==> src/rtl/cam_pkg.sv <==
// cam_pkg: shared types and widths for the camera capture path.
package cam_pkg;
   typedef enum logic [1:0] {IDLE, SKIP, RUN} cap_state_t;
   localparam int RGB565_W = 16;
   localparam int CAM_BYTE_W = 8;
   localparam int WAIT_FRAME_DEF = 10;
endpackage

==> src/rtl/sync_2ff.sv <==
// sync_2ff: two-flop synchroniser for a single-bit level from another clock domain.
module sync_2ff (
   input  logic clk,
   input  logic rst,
   input  logic d,
   output logic q
);
   logic meta;
   always_ff @(posedge clk or posedge rst)
      if (rst) {q, meta} <= 2'b00;
      else {q, meta} <= {meta, d};
endmodule

==> src/rtl/cmos_capture_data.sv <==
// cmos_capture_data: OV5640 DVP capture with start-up frame skip, RGB565 byte pairing
// and line/frame size measurement, all in the cam_pclk domain.
module cmos_capture_data
   import cam_pkg::*;
#(
   parameter int WAIT_FRAME = WAIT_FRAME_DEF,
   parameter int CNT_W = 13
) (
   input  logic                  cam_pclk,
   input  logic                  rst,
   input  logic                  capture_start,
   input  logic                  cam_vsync,
   input  logic                  cam_href,
   input  logic [CAM_BYTE_W-1:0] cam_data,
   output logic                  cmos_frame_vsync,
   output logic                  cmos_frame_href,
   output logic                  cmos_frame_valid,
   output logic [RGB565_W-1:0]   cmos_frame_data,
   output logic [CNT_W-1:0]      line_pixels,
   output logic [CNT_W-1:0]      frame_lines,
   output logic                  capture_active
);
   localparam logic [7:0] WF = 8'(WAIT_FRAME);

   cap_state_t state, state_nxt;
   logic vs_d0, vs_d1, hr_d0, hr_d1, start_s, byte_flag, pix_vld;
   logic vs_pos, hr_neg, pix_done, meas, run;
   logic [CAM_BYTE_W-1:0] data_d0, high_byte;
   logic [7:0] skip_cnt;
   logic [CNT_W-1:0] pix_cnt, line_cnt, line_cnt_inc;

   sync_2ff u_start_sync (.clk(cam_pclk), .rst(rst), .d(capture_start), .q(start_s));

   assign vs_pos = vs_d0 & ~vs_d1;
   assign hr_neg = ~hr_d0 & hr_d1;
   assign pix_done = hr_d0 & byte_flag;
   assign run = state == RUN;
   assign meas = state != IDLE;
   assign line_cnt_inc = (&line_cnt) ? line_cnt : line_cnt + CNT_W'(1);

   // Gating is combinational on the state so the RUN-entry edge already opens the outputs
   // and reset closes them without waiting for a clock.
   assign cmos_frame_vsync = run & vs_d1;
   assign cmos_frame_href = run & hr_d1;
   assign cmos_frame_valid = run & pix_vld;
   assign capture_active = run;

   always_comb
      state_nxt = (state == IDLE && start_s) ? SKIP :
                  (state == SKIP && vs_pos && skip_cnt == WF) ? RUN : state;

   always_ff @(posedge cam_pclk or posedge rst)
      if (rst) state <= IDLE;
      else state <= state_nxt;

   always_ff @(posedge cam_pclk or posedge rst)
      if (rst) begin
         {vs_d0, vs_d1, hr_d0, hr_d1} <= 4'b0000;
         data_d0 <= '0;
         high_byte <= '0;
         byte_flag <= 1'b0;
         pix_vld <= 1'b0;
         cmos_frame_data <= '0;
         skip_cnt <= '0;
      end else begin
         {vs_d1, vs_d0} <= {vs_d0, cam_vsync};
         {hr_d1, hr_d0} <= {hr_d0, cam_href};
         data_d0 <= cam_data;
         byte_flag <= hr_d0 & ~byte_flag;
         if (hr_d0 && !byte_flag) high_byte <= data_d0;
         pix_vld <= pix_done;
         if (pix_done) cmos_frame_data <= {high_byte, data_d0};
         skip_cnt <= (state == SKIP && vs_pos) ? ((skip_cnt == WF) ? 8'd0 : skip_cnt + 8'd1) : skip_cnt;
      end

   // A line ending on the same cycle as a vsync edge is counted before frame_lines latches.
   always_ff @(posedge cam_pclk or posedge rst)
      if (rst) begin
         pix_cnt <= '0;
         line_cnt <= '0;
         line_pixels <= '0;
         frame_lines <= '0;
      end else if (meas) begin
         if (hr_neg) begin
            line_pixels <= pix_cnt;
            pix_cnt <= '0;
         end else if (pix_done && !(&pix_cnt)) pix_cnt <= pix_cnt + CNT_W'(1);
         if (vs_pos) begin
            frame_lines <= hr_neg ? line_cnt_inc : line_cnt;
            line_cnt <= '0;
         end else if (hr_neg) line_cnt <= line_cnt_inc;
      end
endmodule

==> config.mk <==
export PLATFORM = sky130hd
export DESIGN_NAME = cmos_capture_data
export DESIGN_NICKNAME = d
export VERILOG_FILES = /design/src/rtl/cam_pkg.sv /design/src/rtl/sync_2ff.sv /design/src/rtl/cmos_capture_data.sv
export SDC_FILE = /design/constraint.sdc
export NUM_CORES = 1
export LEC_CHECK = 0
export CAP_MARGIN = 20
export CORE_MARGIN = 10
export CORE_UTILIZATION = 50
export CTS_CLUSTER_DIAMETER = 120
export DETAILED_ROUTE_END_ITERATION = 8
export PLACE_DENSITY_LB_ADDON = 0.3
export SLEW_MARGIN = 10
export SYNTH_ARGS = -nofsm -noshare
export SYNTH_HDL_FRONTEND = slang
export SYNTH_SLANG_ARGS = --single-unit
==> constraint.sdc <==
create_clock -name cam_pclk -period 6.1 [get_ports cam_pclk]
set_input_delay 1.83 -clock cam_pclk [delete_from_list [all_inputs] [get_ports cam_pclk]]
set_output_delay 1.83 -clock cam_pclk [all_outputs]
set_load 0.005 [all_outputs]
==> Word-level counts from Yosys, hierarchy flattened <==
Index checks and enable logic that the tools add are counted.
{ "op_classes": {"n_addsub": 3, "eq_ne": 3, "mux": 8, "bitwise_logic": 10, "n_reduce_logical": 16} }
{ "ops": {"columns": ["cell", "count"], "rows": [
  ["$mux W13", 5],
  ["$add A13 B1 Y13 const B", 2],
  ["$reduce_and A13 Y1", 2],
  ["$add A8 B1 Y8 const B", 1],
  ["$eq A8 B4 Y1 const B", 1],
  ["$mux W8", 1],
  ["$and A1 B1 Y1", 7],
  ["$reduce_and A2 Y1", 3],
  ["$reduce_bool A2 Y1", 3],
  ["$logic_and A1 B1 Y1", 5],
  ["$mux W2", 2],
  ["$not A1 Y1", 3],
  ["$eq A2 B1 Y1 const B", 1],
  ["$eq A2 B2 Y1 const B", 1],
  ["$logic_not A1 Y1", 2],
  ["$logic_not A2 Y1", 1]
]} }
{ "word_totals": {"regBits": 102, "input_bits": 13, "output_inout_bits": 46, "wordCells": 57} }

==> Longest topological paths before layout <==
{ "logic_depth": {"depth_word": 6, "ltp_mapped": 7} }

==> Hierarchy <==
A second synthesis with hierarchy kept.
{ "unflattened": {"hier_cells": 421, "area_unflattened_um2": 4493.1} }
{ "by_module_without_submodules": {"columns": ["mod", "n_inst", "cells_each", "area_per_inst_um2", "seq_area_each_um2"], "rows": [
  ["cmos_capture_data", 1, 418, 4439.3, 2502.4],
  ["sync_2ff", 1, 3, 53.8, 50.0]
]} }

==> Worst setup path before layout <==
OpenSTA, ideal clock, no wires.
{ "synth_path": {"kind": "register -> output", "from": "register state[0]", "to": "output port cmos_frame_href", "t_arrival_ns": 0.844, "required_ns": 4.270, "path_slack_ns": 3.426, "path_stages_with_launch": 4, "path_buffers": 1, "path_cell_list": "dfrtp_1 > buf_2 > nor2b_1 > and2_1"} }
{ "synth_via": {"elab_chain_len": 2} }
{ "synth_lines": {"columns": ["element", "line", "source"], "rows": [
  ["start, declared", "cmos_capture_data.sv:25", "cap_state_t state, state_nxt;"],
  ["start signal, assigned", "cmos_capture_data.sv:54", "else state <= state_nxt;"],
  ["$eq A2 B2 Y1", "cmos_capture_data.sv:37", "assign run = state == RUN;"],
  ["named net capture_active", "cmos_capture_data.sv:21", "output logic capture_active"],
  ["$and A1 B1 Y1", "cmos_capture_data.sv:44", "assign cmos_frame_href = run & hr_d1;"],
  ["end, declared", "cmos_capture_data.sv:16", "output logic cmos_frame_href,"]
]} }
The timed path passes the listed nets, and every way through them passes these cells.

==> Worst setup path after layout <==
{ "layout_path": {"from": "register state[1]", "to": "output port cmos_frame_href"} }
{ "layout_via": {"elab_chain_len": 2} }
{ "layout_lines": {"columns": ["element", "line"], "rows": [
  ["$eq A2 B2 Y1", "cmos_capture_data.sv:37"],
  ["$and A1 B1 Y1", "cmos_capture_data.sv:44"]
]} }
No other way between the ends.

==> flow_summary.json <==
{
  "reg2reg_from": "line_cnt[0]$_DFFE_PP0N_",
  "cts_buffer_depth": 2,
  "r2r_setup_slack_ns": 3.63,
  "vias": 3415,
  "drv_cap": 0,
  "setup-violations-final": 0,
  "fin_crit_ns": 3.76,
  "slew_headroom_pct": 39.7,
  "hp-start": "u_start_sync.meta$_DFF_PP0_",
  "grt_start_max_net_pins": 67,
  "holdCritPathClass": "reg2reg",
  "path_class": "reg2out",
  "dieArea_mm2": 0.0132,
  "report.final.hold_viol_count": 0,
  "core-area_mm2": 0.00872,
  "layout-area-overhead-vs-synth_pct": 19.3,
  "route.met3.wl_um": 787,
  "grt_pass1_wl_um": 16700,
  "die_w_um": 115,
  "crit_arrival_ns": 1.93,
  "synth_area_leader_cell": "dfrtp_1",
  "drtPass1Iterations": 5,
  "htreeDepth": 3,
  "synth_fp_nets": 437,
  "synth_warnings": 0,
  "design_area_mm2": 0.00536,
  "synth_edf_count": 0,
  "gp_congestion": 0.867,
  "die_h_um": 115,
  "antennaDiodeCount": 0,
  "path_clk_slew_ns": 0.10,
  "antenna_found_initial": 0,
  "synth_area_leaders": "dfrtp_1 (57%), nand2_1 (6.3%), mux2_2 (6.0%)",
  "wirelength_um": 9820,
  "detail-route-antenna-nets": 0,
  "cts_sinks": 102,
  "netlist_instances": 420,
  "post_cts_resized": 0,
  "root_buffer": "clkbuf_8",
  "drtIter0Drc": 261,
  "initial_core_util_pct": 51.5,
  "track_usage_pct": 15.4,
  "cts_hold_buffers": 0,
  "rsz0062_at_grt": "no",
  "synth-seq-area-share_pct": 56.9,
  "ys_async_sr_fraction_pct": 100,
  "tightestPinTransition_ns": 0.902,
  "period_share_pct": 61.7,
  "hpwlAfterDp_um": 6740,
  "rows": 34,
  "grt_overflow": 0,
  "cts_setup_buffers": 0,
  "start_kind": "flop",
  "cts_made_buffers": 9,
  "drt-met1-wl_um": 4290,
  "clk_latency_ns": 0.36,
  "leakagePower_nw": 2.29,
  "finalSetupTns_ns": 0,
  "achievable-frequency_mhz": 266,
  "placed_cell_area_mm2": 0.00513,
  "nNetsFinal": 488,
  "power_density_mw_per_mm2": 311,
  "grt_pass1_vias": 3355,
  "critPathMaxFanout": 8,
  "synth_cell_type_count": 53,
  "routedWlPerCell_um": 16.8,
  "maxSlewViolCount": 0,
  "ir_drop_mv": 0.181,
  "ios": 59,
  "final.setup_skew_ns": 0.0109,
  "regToRegEndpoint": "frame_lines[1]$_DFFE_PP0P_",
  "worstPathRequired_ns": 4.27,
  "portBuffers": 58,
  "holdPathEnd": "u_start_sync.q$_DFF_PP0_",
  "cp-end-kind": "output pin",
  "synth_area_mm2": 0.00449,
  "hold_depth": 0,
  "syn-mean-instance-area_um2": 10.7,
  "routed.top_layer": "met4",
  "wl_met2_um": 4540,
  "synthFlopType": "dfrtp_1",
  "ys_seq_elements": 102,
  "drc": 0,
  "drive_above_1_share_pct": 10.9,
  "r2r_cells": 6,
  "avgViaCountPerCell": 5.85,
  "synth_top_area_share_pct": 56.9,
  "cts_tree": "done",
  "status": "finished clean"
}
-- stage by stage --
stage               worst slack, ns  power (W)  std cells  hold slack, ns  util [%]
global placement               2.70    0.00121        565           0.335      58.7
floorplan                      1.59    0.00105        420           0.331         -
global route                   2.26    0.00176        584           0.378      61.4
finish                         2.34    0.00167        584           0.367      61.4
CTS                            2.32    0.00168        582           0.370      61.3
detailed placement             2.67    0.00123        566           0.345      58.9
-- cell families after synthesis --
| kind of cell | after synthesis | share of synthesized area, % |
|---|---|---|
| AND/OR/NAND/NOR | 179 | 20.0 |
| adder cells (fa/ha/maj) | 4 | 1.11 |
| flip-flops | 102 | 56.9 |
| AO/OA/AOI/OAI | 65 | 9.95 |
| XOR/XNOR | 7 | 1.37 |
| buffers and inverters | 31 | 2.93 |
| multiplexers | 32 | 7.80 |
-- per-layer routing --
layer | vias to the layer above | track usage (%)
met3 | 18 | 4.74
met2 | 118 | 23.5
li1 | 1601 | -
met1 | 1678 | 20.2
met4 | 0 | 5.94
met5 | - | 0
-- cell usage in the layout (no fill, tap or decap), drive strengths merged, types with 11 or more instances in the layout --
cell type      instances
dfrtp                102
nand2                 75
clkdlybuf4s50         58
nor2                  25
mux2                  24
o31ai                 14
nand4                 14
a21oi                 13
o21ai                 12
inv                   11
-- flip-flops by register name, summed over array words and instances (netlist names), 2 cells and up --
name             cells
frame_lines         13
data_d0              8
skip_cnt             8
state                2
cmos_frame_data     16
high_byte            8
line_cnt            13
pix_cnt             13
line_pixels         13
-- critical path, cell delays in order, from the launching register on --
cell and delay, ns:
dfrtp_1 0.49, nor2b_1 0.36, and2_1 0.21, clkdlybuf4s50_1 0.51
-- synthesized netlist by cell type, drive strengths merged (5+ instances only) --
cell and n:
o21ai 12, or4 6, mux2i 8, nand4 14
buf 11, nand2 75, dfrtp 102, or3 7
nor4 7, clkbuf 12, o211ai 5, o31ai 14
mux2 24, inv 8, nand3 9, nor3 8
a31oi 5, a21oi 13, nor2 25
-- area by class of cell --
type	count	area [um^2]
Clock buffer	10	138
Clock inverter	6	76.3
Fill cell	733	3360
Inverter	8	32.5
Multi-Input combinational cell	287	1810
Sequential cell	102	2550
Tap cell	108	135
Timing Repair Buffer	63	617
-- how the worst max path moves through the flow --
| stage | from | end | slack, ns | cells past startpoint |
|---|---|---|---|---|
| after global routing | state[1]$_DFFE_PP0P_ | cmos_frame_valid | 2.26 | 3 |
| final | state[1]$_DFFE_PP0P_ | cmos_frame_href | 2.34 | 3 |
| after floorplan | rst | byte_flag$_DFF_PP0_ | 1.59 | 1 |
| after global placement | rst | cmos_frame_data[7]$_DFFE_PP0P_ | 2.70 | 3 |
| after detailed placement | rst | data_d0[5]$_DFF_PP0_ | 2.67 | 3 |
| after CTS | state[1]$_DFFE_PP0P_ | cmos_frame_valid | 2.32 | 3 |
-- power by group --
part | switching, W | leakage, nW | internal (W)
registers | 0.0000940 | 1.31 | 0.000772
clock network | 0.000246 | 0.103 | 0.000208
logic | 0.000161 | 0.879 | 0.000185
total | 0.000501 | 2.29 | 0.00116
Power figures use the tool's default switching activity.
